$ cat config.mk
export PLATFORM = sky130hd
export DESIGN_NAME = wr_arbiter_flat
export DESIGN_NICKNAME = d
export VERILOG_FILES = /design/src/rtl/wr_arbiter_pkg.sv /design/src/rtl/wr_arbiter_if.sv /design/src/rtl/wr_arb_pick.sv /design/src/rtl/wr_arbiter.sv /design/src/flat_wrapper.sv
export SDC_FILE = /design/constraint.sdc
export NUM_CORES = 1
export LEC_CHECK = 0
export ABC_AREA = 0
export ABC_CLOCK_PERIOD_IN_PS = 3500
export BUFFER_PORTS_ARGS = -buffer_cell sky130_fd_sc_hd__buf_2
export CAP_MARGIN = 20
export CORE_MARGIN = 2
export CORE_UTILIZATION = 45
export CTS_CLUSTER_DIAMETER = 40
export DETAILED_ROUTE_END_ITERATION = 7
export PLACE_DENSITY_LB_ADDON = 0.08
export SLEW_MARGIN = 40
export SYNTH_ARGS = -nofsm -noshare
export SYNTH_HDL_FRONTEND = slang
export SYNTH_SLANG_ARGS = --single-unit
$ cat constraint.sdc
create_clock -name clk -period 3.5 [get_ports clk]
set_clock_uncertainty 0.1 [all_clocks]
set_input_delay 0.525 -clock clk [delete_from_list [all_inputs] [get_ports clk]]
set_output_delay 0.525 -clock clk [all_outputs]
set_load 0.05 [all_outputs]
$ cat src/rtl/wr_arbiter_pkg.sv
// Shared constants and types for the write-port arbiter.
// Used by wr_arbiter, wr_arb_pick and wr_arbiter_if.
package wr_arbiter_pkg;

  localparam int NUM_REQ = 4;

  localparam logic [1:0] SCAN    = 2'd0;
  localparam logic [1:0] CTRL_I  = 2'd1;
  localparam logic [1:0] CTRL_II = 2'd2;
  localparam logic [1:0] GATE    = 2'd3;

  typedef enum logic [1:0] {
    IDLE  = 2'd0,
    GRANT = 2'd1,
    GAP   = 2'd2
  } arb_state_t;

endpackage

$ cat src/rtl/wr_arbiter_if.sv
// Request/grant bundle between the four writers and the write-port arbiter.
// The writers drive req/done; the arbiter drives the grant outputs.
interface wr_arbiter_if;
  import wr_arbiter_pkg::*;

  logic [NUM_REQ-1:0] req;
  logic [NUM_REQ-1:0] done;
  logic               select_scan;
  logic               select_control_i;
  logic               select_control_ii;
  logic               select_gate;
  logic [1:0]         owner;
  logic               busy;
  logic               timeout_err;

  modport master (
    output req, done,
    input  select_scan, select_control_i, select_control_ii, select_gate,
    input  owner, busy, timeout_err
  );

  modport slave (
    input  req, done,
    output select_scan, select_control_i, select_control_ii, select_gate,
    output owner, busy, timeout_err
  );
endinterface

$ cat src/rtl/wr_arb_pick.sv
// Combinational 4-way picker: first set request at or after index start,
// wrapping modulo 4.
module wr_arb_pick
  import wr_arbiter_pkg::*;
(
  input  logic [NUM_REQ-1:0] req,
  input  logic [1:0]         start,
  output logic               valid,
  output logic [1:0]         winner
);
  logic [NUM_REQ-1:0] rot;

  // rot[0] is the request at start, rot[1] the next one, and so on
  generate
    for (genvar gi = 0; gi < NUM_REQ; gi++) begin : g_rot
      assign rot[gi] = req[2'(start + 2'(gi))];
    end
  endgenerate

  always_comb begin
    valid  = |rot;
    winner = start;
    for (int i = NUM_REQ - 1; i >= 0; i--) begin
      if (rot[i]) winner = start + 2'(i);
    end
  end
endmodule

$ cat src/rtl/wr_arbiter.sv
// Write-port arbiter: IDLE/GRANT/GAP FSM with hold timeout and flush gap.
// Define WR_ARBITER_RR_EN for round-robin; default is fixed priority.
module wr_arbiter
  import wr_arbiter_pkg::*;
#(
  parameter int TIMEOUT_CYC = 1024,
  parameter int GAP_CYC     = 2
) (
  input  logic        clk,
  input  logic        reset,
  wr_arbiter_if.slave bus
);
  localparam int                HOLD_W      = (TIMEOUT_CYC > 1) ? $clog2(TIMEOUT_CYC) : 1;
  localparam int                HOLD_LAST_I = (TIMEOUT_CYC > 0) ? TIMEOUT_CYC - 1 : 0;
  localparam logic [HOLD_W-1:0] HOLD_LAST   = HOLD_W'(HOLD_LAST_I);
  localparam logic [3:0]        GAP_LAST    = 4'(GAP_CYC - 1);

  arb_state_t          state_reg, state_next;
  logic [HOLD_W-1:0]   hold_reg, hold_next;
  logic [3:0]          gap_reg, gap_next;
  logic [NUM_REQ-1:0]  sel_reg, sel_next;
  logic [1:0]          owner_reg, owner_next;
  logic                busy_reg, busy_next;
  logic                tmo_reg, tmo_next;
  logic                armed_reg;
  logic [1:0]          start;
  logic                pick_valid;
  logic [1:0]          pick_winner;
  logic                rel;
  logic                timed_out;

`ifdef WR_ARBITER_RR_EN
  logic [1:0] ptr_reg, ptr_next;
  assign start = ptr_reg;
`else
  assign start = 2'd0;
`endif

  wr_arb_pick u_pick (
    .req    (bus.req),
    .start  (start),
    .valid  (pick_valid),
    .winner (pick_winner)
  );

  always_comb begin
    state_next = state_reg;
    hold_next  = hold_reg;
    gap_next   = gap_reg;
    sel_next   = sel_reg;
    owner_next = owner_reg;
    busy_next  = busy_reg;
    tmo_next   = 1'b0;
    rel        = 1'b0;
    timed_out  = 1'b0;
`ifdef WR_ARBITER_RR_EN
    ptr_next   = ptr_reg;
`endif
    case (state_reg)
      IDLE: begin
        // armed_reg holds off the first edge after reset release
        if (armed_reg && pick_valid) begin
          state_next = GRANT;
          sel_next   = 4'b0001 << pick_winner;
          owner_next = pick_winner;
          busy_next  = 1'b1;
          hold_next  = '0;
`ifdef WR_ARBITER_RR_EN
          ptr_next   = pick_winner + 2'd1;
`endif
        end
      end
      GRANT: begin
        rel       = bus.done[owner_reg] || !bus.req[owner_reg];
        timed_out = (TIMEOUT_CYC != 0) && (hold_reg == HOLD_LAST);
        if (rel || timed_out) begin
          state_next = GAP;
          sel_next   = '0;
          busy_next  = 1'b0;
          gap_next   = '0;
          tmo_next   = !rel;
        end else if (hold_reg != {HOLD_W{1'b1}}) begin
          hold_next = hold_reg + 1'b1;
        end
      end
      GAP: begin
        if (gap_reg == GAP_LAST) state_next = IDLE;
        else                     gap_next   = gap_reg + 4'd1;
      end
      default: state_next = IDLE;
    endcase
  end

  always_ff @(posedge clk or negedge reset) begin
    if (!reset) begin
      state_reg <= IDLE;
      hold_reg  <= '0;
      gap_reg   <= '0;
      sel_reg   <= '0;
      owner_reg <= 2'd0;
      busy_reg  <= 1'b0;
      tmo_reg   <= 1'b0;
      armed_reg <= 1'b0;
`ifdef WR_ARBITER_RR_EN
      ptr_reg   <= 2'd0;
`endif
    end else begin
      state_reg <= state_next;
      hold_reg  <= hold_next;
      gap_reg   <= gap_next;
      sel_reg   <= sel_next;
      owner_reg <= owner_next;
      busy_reg  <= busy_next;
      tmo_reg   <= tmo_next;
      armed_reg <= 1'b1;
`ifdef WR_ARBITER_RR_EN
      ptr_reg   <= ptr_next;
`endif
    end
  end

  assign bus.select_scan       = sel_reg[SCAN];
  assign bus.select_control_i  = sel_reg[CTRL_I];
  assign bus.select_control_ii = sel_reg[CTRL_II];
  assign bus.select_gate       = sel_reg[GATE];
  assign bus.owner             = owner_reg;
  assign bus.busy              = busy_reg;
  assign bus.timeout_err       = tmo_reg;
endmodule

$ cat src/flat_wrapper.sv
// flat-port wrapper written by rule: the top's interface ports become plain ports
module wr_arbiter_flat import wr_arbiter_pkg::*;
#(
  parameter int TIMEOUT_CYC = 1024,
  parameter int GAP_CYC     = 2
)
  (clk, reset, bus_req, bus_done, bus_select_scan, bus_select_control_i, bus_select_control_ii, bus_select_gate, bus_owner, bus_busy, bus_timeout_err);
  wr_arbiter_if bus_i ();
  input  logic clk;
  input  logic reset;
  input wire logic [$bits(bus_i.req)-1:0] bus_req;
  input wire logic [$bits(bus_i.done)-1:0] bus_done;
  output wire logic [$bits(bus_i.select_scan)-1:0] bus_select_scan;
  output wire logic [$bits(bus_i.select_control_i)-1:0] bus_select_control_i;
  output wire logic [$bits(bus_i.select_control_ii)-1:0] bus_select_control_ii;
  output wire logic [$bits(bus_i.select_gate)-1:0] bus_select_gate;
  output wire logic [$bits(bus_i.owner)-1:0] bus_owner;
  output wire logic [$bits(bus_i.busy)-1:0] bus_busy;
  output wire logic [$bits(bus_i.timeout_err)-1:0] bus_timeout_err;
  assign bus_i.req = bus_req;
  assign bus_i.done = bus_done;
  assign bus_select_scan = bus_i.select_scan;
  assign bus_select_control_i = bus_i.select_control_i;
  assign bus_select_control_ii = bus_i.select_control_ii;
  assign bus_select_gate = bus_i.select_gate;
  assign bus_owner = bus_i.owner;
  assign bus_busy = bus_i.busy;
  assign bus_timeout_err = bus_i.timeout_err;
  wr_arbiter #(.TIMEOUT_CYC(TIMEOUT_CYC), .GAP_CYC(GAP_CYC)) u_core (.clk(clk), .reset(reset), .bus(bus_i));
endmodule
==> metrics.txt, run 1 <==
outcome finished clean; detailed router's first-iteration violation count 61; syn_nets 158; LEAKAGE 0.657 nW; post-layout instance count excluding filler cells just under 200; met3 Use GR 0.0262; Site Rows 20; crit-path leading delay family simple AND/OR/NAND/NOR gates; endpoints failing hold 0; Post-Place Cells 192; hold buffers post-CTS 0; number of antenna repair diodes 0; Max Root-Sink Buffers 2; Multi-input gate area 727 um^2; clock root cell sky130_fd_sc_hd__clkbuf_4; via-per-instance ratio 6.06; Crit-path slowest cell sky130_fd_sc_hd__or3_1; Post-CTS Resized 0; crit path kind flip-flop to flip-flop; total via count after detailed routing 1187; global routing's busiest layer met2; count of clock tree sinks 25; register clock-pin slew on the reported worst setup and hold paths 0.14 ns; routing usage on met1 0.270; Synth Cell Area 1390 um^2; type of element launching the critical path flip-flop; setup slack of the critical path after layout between 1 and 1.5 ns; kind of end point of the critical path flip-flop; Slowest Stage Delay on Critical Path 0.53 ns; buffer and inverter count on the worst path 0; number of failing setup endpoints in the final timing report 0; Synthesis Warnings 0; count of unique library cells instantiated by Yosys 37; grt total ovfl 0; DP Worst Slack approximately 1.4 ns; max FFs per register 10; TritonCTS clock tree built; most frequent standard cell in the layout excluding fill and tap cells sky130_fd_sc_hd__dfrtp_1; io pins 18; number of maximum-capacitance violations 0; die width 59.6 um; RSZ-0062 raised after global routing no; Crit path required time approximately 3.6 ns; Starting Density 0.464; detailed-router iteration count before antenna repair 4; Die Footprint 3560 um^2; Crit Path Max Fanout 5; final-layout fill cell count 286; routing usage on met2 0.316; critical path data arrival time 2.28 ns; register-to-register setup slack 1.32 ns; global-route wire length before repair between 5 and 6 mm; number of antenna violations at the first check in global routing 0; worst slew margin relative to its limit 0.626; Least-Margin Pin Slew 0.561 ns; number of register bits inferred by synthesis 25; min Tclk post-route 2.18 ns; count of pins over their slew limit 0; GPL Wtd Cong around 0.78; setup bufs post-CTS 0; cells after synthesis 145; area used by sequential logic in the layout between 600 and 700 um^2; H-tree depth 1; number of global-route vias before repair 1102; Wirelength per Cell 15.5 um; global routing usage summed across all routing layers 0.196; Vert. Die Dim ~60 um; signed area change from the synthesized netlist to the final layout 10.5%; DRC Markers 0; clock latency reported for the late side of the worst-skew pair 0.32 ns; fmax 459 MHz; share of final-layout standard cells stronger than drive strength 1 0.166; CORE AREA 3000 um^2; pin count of the biggest net entering global routing 26; startpoint of the worst register-to-register path u_core.hold_reg[0]; sequence of cells on the critical path ha_1, nand3_1, or3_1, a311oi_2, o22ai_1; synthesized area per cell 9.60 um^2; fin nets roughly 180; Worst IR Drop VDD 0.338 mV; share of the yosys chip area belonging to registers 0.449; power per standard cell area 660 nW/um^2; final cycle utilization of the critical path 0.623; detailed-placement wirelength estimate 2.20 mm; Setup crit start u_core.hold_reg[0]; final WL between 3 and 4 mm; Finished Core Util 0.513; total negative slack for setup checks 0 ns; Routed Antenna Nets 0; highest-count cells in the layout ignoring fill and taps sky130_fd_sc_hd__dfrtp_1 (25), sky130_fd_sc_hd__buf_2 (17), sky130_fd_sc_hd__nand2_1 (13); number of buffers added by the clock tree synthesis step 3; Hold Path Class input port to asynchronous set/reset pin; IO buf count 17
[final timing paths]
kind / to / cells after the start
min in group clk: u_core.sel_reg[2] / 3
worst min-delay path: u_core.hold_reg[8] / 1
max in group asynchronous: u_core.armed_reg / 1
worst max-delay path: u_core.sel_reg[0] / 5
worst max register to register: u_core.sel_reg[0] / 5
worst min register to register: u_core.bus.busy / 2
[cell type report]
type / count / area share
multi-input combinational: 108 / 0.472
sequential: 25 / 0.407
timing repair buffer: 17 / 0.0553
tap: 33 / 0.0268
inverter: 9 / 0.0220
clock buffer: 4 / 0.0171
[Yosys cell counts]
| master | count | share of area |
|---|---|---|
| sky130_fd_sc_hd__a211oi_1 | 1 | 0.0054 |
| sky130_fd_sc_hd__a21boi_0 | 3 | 0.016 |
| sky130_fd_sc_hd__a21oi_1 | 4 | 0.014 |
| sky130_fd_sc_hd__a22o_1 | 1 | 0.0063 |
| sky130_fd_sc_hd__a311oi_2 | 1 | 0.011 |
| sky130_fd_sc_hd__a31o_1 | 1 | 0.0063 |
| sky130_fd_sc_hd__a31oi_1 | 2 | 0.0090 |
| sky130_fd_sc_hd__and3_1 | 2 | 0.0090 |
| sky130_fd_sc_hd__clkbuf_1 | 3 | 0.0081 |
| sky130_fd_sc_hd__conb_1 | 1 | 0.0027 |
| sky130_fd_sc_hd__dfrtp_1 | 25 | 0.45 |
| sky130_fd_sc_hd__ha_1 | 3 | 0.027 |
| sky130_fd_sc_hd__inv_1 | 9 | 0.024 |
| sky130_fd_sc_hd__mux2i_1 | 4 | 0.029 |
| sky130_fd_sc_hd__mux4_2 | 2 | 0.032 |
| sky130_fd_sc_hd__nand2_1 | 13 | 0.035 |
| sky130_fd_sc_hd__nand2b_1 | 8 | 0.036 |
| sky130_fd_sc_hd__nand3_1 | 5 | 0.018 |
| sky130_fd_sc_hd__nand4_1 | 5 | 0.022 |
| sky130_fd_sc_hd__nor2_1 | 11 | 0.030 |
| sky130_fd_sc_hd__nor2b_1 | 7 | 0.031 |
| sky130_fd_sc_hd__nor3_1 | 3 | 0.011 |
| sky130_fd_sc_hd__nor4_1 | 2 | 0.0090 |
| sky130_fd_sc_hd__o211a_1 | 1 | 0.0072 |
| sky130_fd_sc_hd__o211ai_1 | 4 | 0.022 |
| sky130_fd_sc_hd__o21ai_1 | 3 | 0.011 |
| sky130_fd_sc_hd__o221ai_1 | 2 | 0.013 |
| sky130_fd_sc_hd__o22ai_1 | 1 | 0.0045 |
| sky130_fd_sc_hd__o31ai_1 | 3 | 0.016 |
| sky130_fd_sc_hd__o31ai_2 | 1 | 0.0090 |
| sky130_fd_sc_hd__o41a_1 | 1 | 0.0081 |
| sky130_fd_sc_hd__o41ai_1 | 4 | 0.025 |
| sky130_fd_sc_hd__or2_1 | 1 | 0.0045 |
| sky130_fd_sc_hd__or2_2 | 2 | 0.0090 |
| sky130_fd_sc_hd__or3_1 | 4 | 0.018 |
| sky130_fd_sc_hd__or4_1 | 1 | 0.0054 |
| sky130_fd_sc_hd__xnor2_1 | 1 | 0.0063 |
[power breakdown]
| group | switching [mW] | leakage (nW) | internal, mW | total (mW) |
|---|---|---|---|---|
| registers | 0.0904 | 0.333 | 0.362 | 0.453 |
| logic | 0.290 | 0.308 | 0.142 | 0.431 |
| clock network | 0.0864 | 0.0150 | 0.0446 | 0.131 |
| total | 0.466 | 0.657 | 0.549 | 1.02 |
[cell families (layout without fill, tap and decap cells)]
family	after synthesis	in the layout	share of synthesized area
fa+ha+maj	3	3	0.0270
mux	6	6	0.0611
flops	25	25	0.449
compound gates	33	33	0.183
xor+xnor	1	1	0.00629
other cells	1	1	0.00269
buf+inv	12	30	0.0323
simple gates	64	64	0.238
[stage by stage]
| stage | total power, mW | area, um^2 | hold slack (ns) |
|---|---|---|---|
| 2_1_floorplan | 0.780 | 1390 | 0.129 |
| 3_3_place_gp | 0.885 | 1510 | 0.385 |
| 3_5_place_dp | 0.893 | 1510 | 0.394 |
| 4_1_cts | 1.02 | 1530 | 0.0943 |
| 5_1_grt | 1.09 | 1540 | 0.101 |
| 6_report | 1.02 | 1540 | 0.0714 |
[metal layers]
layer,routed length (um),vias up
met5,0,-
met4,41,0
met3,106,5
met2,1440,27
met1,1450,588
li1,-,567
No activity file was read; power rests on OpenSTA's default activity.
==> run 2, diff against run 1 <==
Settings changed: ABC_CLOCK_PERIOD_IN_PS 3500 to 1800.
Clock period 3.5 ns to 1.8 ns, I/O delays scaled along.
==> run 2 against run 1 <==
  * The flow now finishes with violations (setup timing)
  * Power rose by 120%
  * Global-route usage is 1.1 points higher
  * Sequential power grew 93%
==> metrics.txt, run 2 (same netlist as run 1, synthesis figures left out) <==
number of maximum-capacitance violations 0 (unchanged); Finished Core Util 0.603 (+0.0908); critical path data arrival time 1.91 ns (-0.37 ns); Site Rows 20 (unchanged); Max Root-Sink Buffers 2 (unchanged); CORE AREA 3000 um^2 (unchanged); final-layout fill cell count 252 (-12%); register clock-pin slew on the reported worst setup and hold paths 0.14 ns (about the same); area used by sequential logic in the layout 627 um^2 (+0.20%); worst slew margin relative to its limit 0.622 (-0.00469); number of cells on the worst hold path 2; fin nets 202 (+14%); detailed-placement wirelength estimate 2.40 mm (+8.7%); path depth of the worst reg2reg path 3 (-2); via-per-instance ratio 5.64 (-6.8%); hold wc startpoint bus_req[0]; Post-Place Cells 214 (+11%); min Tclk post-route 1.81 ns (-0.373 ns); setup slack of the critical path after layout -0.00646 ns (-1.33 ns); Least-Margin Pin Slew 0.568 ns (+0.00703 ns); max FFs per register 10 (unchanged); RSZ-0062 raised after global routing yes; count of clock tree sinks 25 (unchanged); Starting Density 0.464 (unchanged); total via count after detailed routing 1247 (+5.1%); io pins 18 (unchanged); LEAKAGE 0.785 nW (+20%); Post-Layout Inst Area 1810 um^2 (+18%); share of final-layout standard cells stronger than drive strength 1 0.330 (+0.164); die width 59.6 um (unchanged); Multi-input gate area 808 um^2 (+11%); Wirelength per Cell 15.1 um (-2.7%); Hold Path Class input port to flip-flop; reg-to-reg endpoint u_core.hold_reg[5]; global routing usage summed across all routing layers 0.207 (+0.0113); outcome finished, violations left; power per standard cell area 1220 nW/um^2 (+84%); Worst IR Drop VDD 0.694 mV (+110%); startpoint of the worst register-to-register path u_core.bus.owner[1]; clock latency reported for the late side of the worst-skew pair 0.32 ns (about the same); Vert. Die Dim 59.6 um (unchanged); power consumption 2.20 mW (+120%); cell area after placement 1670 um^2 (+11%); type of element launching the critical path flip-flop; post-layout instance count excluding filler cells 221 (+13%); final cycle utilization of the critical path 1.00 (+0.381); number of global-route vias before repair 1191 (+8.1%); detailed-router iteration count before antenna repair 4 (unchanged); crit path kind flip-flop to flip-flop; number of buffers added by the clock tree synthesis step 3 (unchanged); global-route wire length before repair 5.51 mm (+6.1%); clock root cell sky130_fd_sc_hd__clkbuf_4; IO buf count 17 (unchanged); count of pins over their slew limit 0 (unchanged); kind of end point of the critical path flip-flop; register-to-register setup slack -0.006 ns (-1.33 ns); signed area change from the synthesized netlist to the final layout 30.1%; number of antenna violations at the first check in global routing 0 (unchanged); H-tree depth 1 (unchanged); violated checks setup timing; highest-count cells in the layout ignoring fill and taps sky130_fd_sc_hd__buf_4 (24), sky130_fd_sc_hd__dfrtp_1 (24), sky130_fd_sc_hd__buf_2 (17); DRC Markers 0 (unchanged); Hold Path Sink u_core.bus.owner[0]; number of failing setup endpoints in the final timing report 1 (+1); final WL 3.33 mm (+9.8%); TritonCTS clock tree built; endpoints failing hold 0 (unchanged); pin count of the biggest net entering global routing 26 (unchanged); grt total ovfl 0 (unchanged); DP Worst Slack -0.0904 ns (-1.46 ns); Crit Path Max Fanout 7 (+2); Die Footprint 3560 um^2 (unchanged); Crit path required time 1.91 ns (-1.69 ns); number of antenna repair diodes 0 (unchanged); GPL Wtd Cong 0.906 (+16%); fmax 554 MHz (+21%); Routed Antenna Nets 0 (unchanged); detailed router's first-iteration violation count 72 (+18%)
-- run 2: cell types whose count changed in the layout (fill, tap and decap cells not counted), moves of 2 or more --
cell                      before  now
sky130_fd_sc_hd__or3_1         4    2
sky130_fd_sc_hd__buf_4         0   24
sky130_fd_sc_hd__or3_4         0    2
sky130_fd_sc_hd__nand3_1       5    2
sky130_fd_sc_hd__o41ai_1       4    2
sky130_fd_sc_hd__nand3_2       0    3
-- run 2: power breakdown --
group / total (mW) / switching (mW) / leakage (nW) / internal, mW
combinational: 1.07 / 0.645 / 0.438 / 0.425
clock: 0.258 / 0.171 / 0.0150 / 0.0867
sequential: 0.875 / 0.169 / 0.332 / 0.706
-- run 2: worst max path at each step --
stage,startpoint,to,slack [ns],depth (start not counted)
finish,u_core.bus.owner[1],u_core.hold_reg[5],-0.006,3
global route,u_core.bus.owner[1],u_core.hold_reg[5],-0.03,3
CTS,u_core.bus.owner[1],u_core.hold_reg[3],0.02,3
detailed placement,bus_done[3],u_core.hold_reg[5],-0.09,5
global placement,u_core.hold_reg[0],u_core.sel_reg[0],-0.06,5
floorplan,u_core.bus.owner[1],u_core.hold_reg[9],-0.04,3
-- run 2: layout make-up --
class	instances	area share
inverter	9	0.0186
sequential	25	0.346
clock buffer	4	0.0145
multi-input combinational	108	0.446
tap	33	0.0228
timing repair buffer	42	0.152
-- run 2: through the flow --
step	hold WS [ns]	TNS, ns
finish	0.0638	-0.00646
global route	0.0630	-0.0679
CTS	0.0614	0
detailed placement	0.205	-0.292
global placement	0.190	-0.153
floorplan	-0.126	-0.175
-- run 2: metal layers --
| metal | wire length [um] | up-vias | part of all wire | track usage |
|---|---|---|---|---|
| met1 | 1610 | 582 | 0.48 | 0.305 |
| met2 | 1530 | 38 | 0.46 | 0.320 |
| li1 | - | 623 | - | - |
| met4 | 37 | 0 | 0.011 | 0.0571 |
| met3 | 149 | 4 | 0.045 | 0.0262 |
| met5 | 0 | - | 0 | 0 |
-- run 2: timing repair --
| action | CTS | global route |
|---|---|---|
| endpoints found under the hold margin | 25 | 0 |
| setup buffers | 0 | 2 |
| pin swaps | 2 | 3 |
| endpoints found under the setup margin | 9 | 11 |
| gates resized for setup | 4 | 10 |
| hold buffers | 1 | 0 |
-- run 2: worst max-delay path, stage by stage (launching register included) --
cell	delay, ns
sky130_fd_sc_hd__dfrtp_2	0.42
sky130_fd_sc_hd__mux4_2	0.62
sky130_fd_sc_hd__o41ai_4	0.42
sky130_fd_sc_hd__o31ai_2	0.13
==> run 3, diff against run 2 <==
Settings changed: SYNTH_HIERARCHICAL set to 1.
==> run 3 against run 2 <==
  * The flow now finishes without violations
  * Wire length increased by 1.7%
  * Via count rose by 6.0%
  * Die area is 5.3% higher
  * Clock-buffer cell count decreased by 1
  * Utilization increased by 2.3 points
  * Non-clock buffer count grew 9
  * Clock power fell by 2%
  * Cell count rose by 15%
  * Largest power group unchanged
  * Highest routed layer unchanged
==> metrics.txt, run 3 <==
number of synthesized flops with an enable pin 0 (unchanged); register-to-register setup slack 0.02 ns (+0.03 ns); number of antenna repair diodes 0 (unchanged); Synthesis Warnings 6 (+6); crit path kind flip-flop to flip-flop; count of clock tree sinks 25 (unchanged); H-tree depth 1 (unchanged); Die Footprint 3740 um^2 (+5.3%); Max Root-Sink Buffers 2 (unchanged); min Tclk post-route 1.78 ns (-0.0253 ns); power consumption 2.26 mW (+2.6%); count of pins over their slew limit 0 (unchanged); number of buffers added by the clock tree synthesis step 3 (unchanged); detailed router's first-iteration violation count 57 (-21%); max FFs per register 10 (unchanged); Site Rows 20 (unchanged); share of final-layout standard cells stronger than drive strength 1 0.376 (+0.0464); list of most frequent post-synthesis cells sky130_fd_sc_hd__dfrtp_1 (25), sky130_fd_sc_hd__nand2_1 (16), sky130_fd_sc_hd__o21ai_0 (10); pin count of the biggest net entering global routing 26 (unchanged); type of element launching the critical path flip-flop; detailed-router iteration count before antenna repair 4 (unchanged); post-route worst hold slack 0.354 ns (+0.290 ns); power per standard cell area 1170 nW/um^2 (-3.6%); fmax 561 MHz (+1.4%); total negative slack for setup checks 0 ns (+0.00646 ns); Wirelength per Cell 13.3 um (-12%); global routing usage summed across all routing layers 0.214 (+0.00673); most frequently used cell type in the post-synthesis netlist sky130_fd_sc_hd__dfrtp_1; number of register bits inferred by synthesis 25 (unchanged); TritonCTS clock tree built; startpoint of the worst register-to-register path u_core/hold_reg[0]; Crit path required time 1.96 ns (+0.05 ns); Synth area leader sky130_fd_sc_hd__dfrtp_1; IO buf count 17 (unchanged); path depth of the worst reg2reg path 6 (+3); io pins 18 (unchanged); via-per-instance ratio 5.20 (-7.8%); Vert. Die Dim 61.2 um (+2.6%); Crit Path Max Fanout 4 (-3); kind of end point of the critical path flip-flop; most frequent standard cell in the layout excluding fill and tap cells sky130_fd_sc_hd__buf_4; RSZ-0062 raised after global routing yes; sequence of cells on the critical path ha_2, nand3_2, or3_4, a31oi_4, buf_4, a22o_2; global-route wire length before repair 5.87 mm (+6.5%); Synth Cell Area 1470 um^2 (+5.7%); detailed-placement wirelength estimate 2.67 mm (+12%); final WL 3.39 mm (+1.7%); die width 61.2 um (+2.6%); fin nets 224 (+11%); LEAKAGE 0.916 nW (+17%); number of global-route vias before repair 1386 (+16%); Hold Path Class input port to asynchronous set/reset pin; async set-reset flop share out of synthesis 1.00 (unchanged); Least-Margin Pin Slew 0.548 ns (-0.0192 ns); setup slack of the critical path after layout 0.0188 ns (+0.0253 ns); critical path data arrival time 1.95 ns (+0.04 ns); outcome finished clean; synthesized area per cell 9.81 um^2 (+2.1%); number of failing setup endpoints in the final timing report 0 (-1); biggest area contributors in the synthesized netlist sky130_fd_sc_hd__dfrtp_1 (43%), sky130_fd_sc_hd__nand2_1 (4.1%), sky130_fd_sc_hd__o21ai_0 (3.4%); Finished Core Util 0.626 (+0.0227); endpoints failing hold 0 (unchanged); total via count after detailed routing 1322 (+6.0%); share of the yosys chip area belonging to registers 0.425 (-0.0241); worst slew margin relative to its limit 0.634 (+0.0128); signed area change from the synthesized netlist to the final layout 31.0%; Slowest Stage Delay on Critical Path 0.44 ns (-0.18 ns); most used flip-flop cell after synthesis sky130_fd_sc_hd__dfrtp_1; Crit-path slowest cell sky130_fd_sc_hd__or3_4; GPL Wtd Cong 0.801 (-12%); clock latency reported for the late side of the worst-skew pair 0.32 ns (about the same); DRC Markers 0 (unchanged); number of maximum-capacitance violations 0 (unchanged); count of unique library cells instantiated by Yosys 54 (+46%); final cycle utilization of the critical path 0.990 (-0.0140); number of antenna violations at the first check in global routing 0 (unchanged); highest-count cells in the layout ignoring fill and taps sky130_fd_sc_hd__buf_4 (33), sky130_fd_sc_hd__dfrtp_1 (24), sky130_fd_sc_hd__buf_2 (17); reg-to-reg endpoint u_core/hold_reg[6]; Worst IR Drop VDD 0.760 mV (+9.5%); DP Worst Slack -0.0481 ns (+0.0423 ns); register clock-pin slew on the reported worst setup and hold paths 0.14 ns (about the same); grt total ovfl 0 (unchanged); cells after synthesis 150 (+3.4%); Starting Density 0.478 (+0.0143); CORE AREA 3080 um^2 (+2.5%); Routed Antenna Nets 0 (unchanged); proportion of netlist area held by the largest area contributor 0.425 (-0.0241); clock root cell sky130_fd_sc_hd__clkbuf_4
run 3: cells by family after synthesis:
group / after synthesis / synth area share
buffers and inverters: 12 / 0.0306
flip-flops: 25 / 0.425
multiplexers: 3 / 0.0383
adder cells (fa/ha/maj): 3 / 0.0255
other: 2 / 0.00510
XOR/XNOR: 1 / 0.00595
AO/OA/AOI/OAI: 39 / 0.207
AND/OR/NAND/NOR: 65 / 0.262
run 3: repair_timing:
| item | in CTS | in global routing |
|---|---|---|
| resized for setup | 0 | 4 |
| pin swaps | 2 | 5 |
| hold buffers | 1 | 0 |
| endpoints found under the setup margin | 3 | 12 |
| hold endpoints to repair | 25 | 0 |
| setup buffers | 1 | 3 |
| gates cloned | 0 | 0 |
run 3: critical path, delay by kind of cell (launching register included):
family                   cells  cell delay (ns)
AO/OA/AOI/OAI                2             0.38
AND/OR/NAND/NOR              2             0.51
adder cells (fa/ha/maj)      1             0.20
flip-flops                   1             0.38
buffers and inverters        1             0.16
run 3: worst max path at each step:
stage,startpoint,endpoint,slack [ns],depth (start not counted)
after detailed placement,bus_req[1],u_core/hold_reg[8],-0.05,5
after floorplan,u_core/bus.owner[1],u_core/gap_reg[2],-0.07,3
after global routing,u_core/hold_reg[0],u_core/hold_reg[9],-0.06,6
after global placement,bus_req[1],u_core/hold_reg[8],-0.01,5
final,u_core/hold_reg[0],u_core/hold_reg[6],0.02,6
after CTS,u_core/hold_reg[0],u_core/hold_reg[9],0.01,6
run 3: cell type report:
type	count	area, um^2
well taps	44	55.1
clock buffers	3	22.5
inverters	10	37.5
multi-input cells	120	835
clock inverters	1	7.51
repair buffers	51	343
flip-flops and latches	25	627
fillers	285	1150
run 3: routing by layer:
layer | vias up | wire length (um) | global-route usage | part of all wire
met2 | 24 | 1830 | 0.407 | 0.54
met4 | 0 | 44 | 0.0807 | 0.013
li1 | 665 | - | - | -
met5 | - | 0 | 0 | 0
met1 | 629 | 1430 | 0.238 | 0.42
met3 | 4 | 77 | 0.0294 | 0.023
run 3: power breakdown:
part	internal (mW)	switching, mW	leakage, nW
Sequential	0.704	0.121	0.331
Clock	0.0847	0.169	0.0139
Combinational	0.457	0.724	0.571
Total	1.24	1.02	0.916
run 3: through the flow:
step,cell area (um^2),std cells
floorplan,1500,157
global placement,1850,245
detailed placement,1850,245
CTS,1900,251
global route,1930,254
finish,1930,254
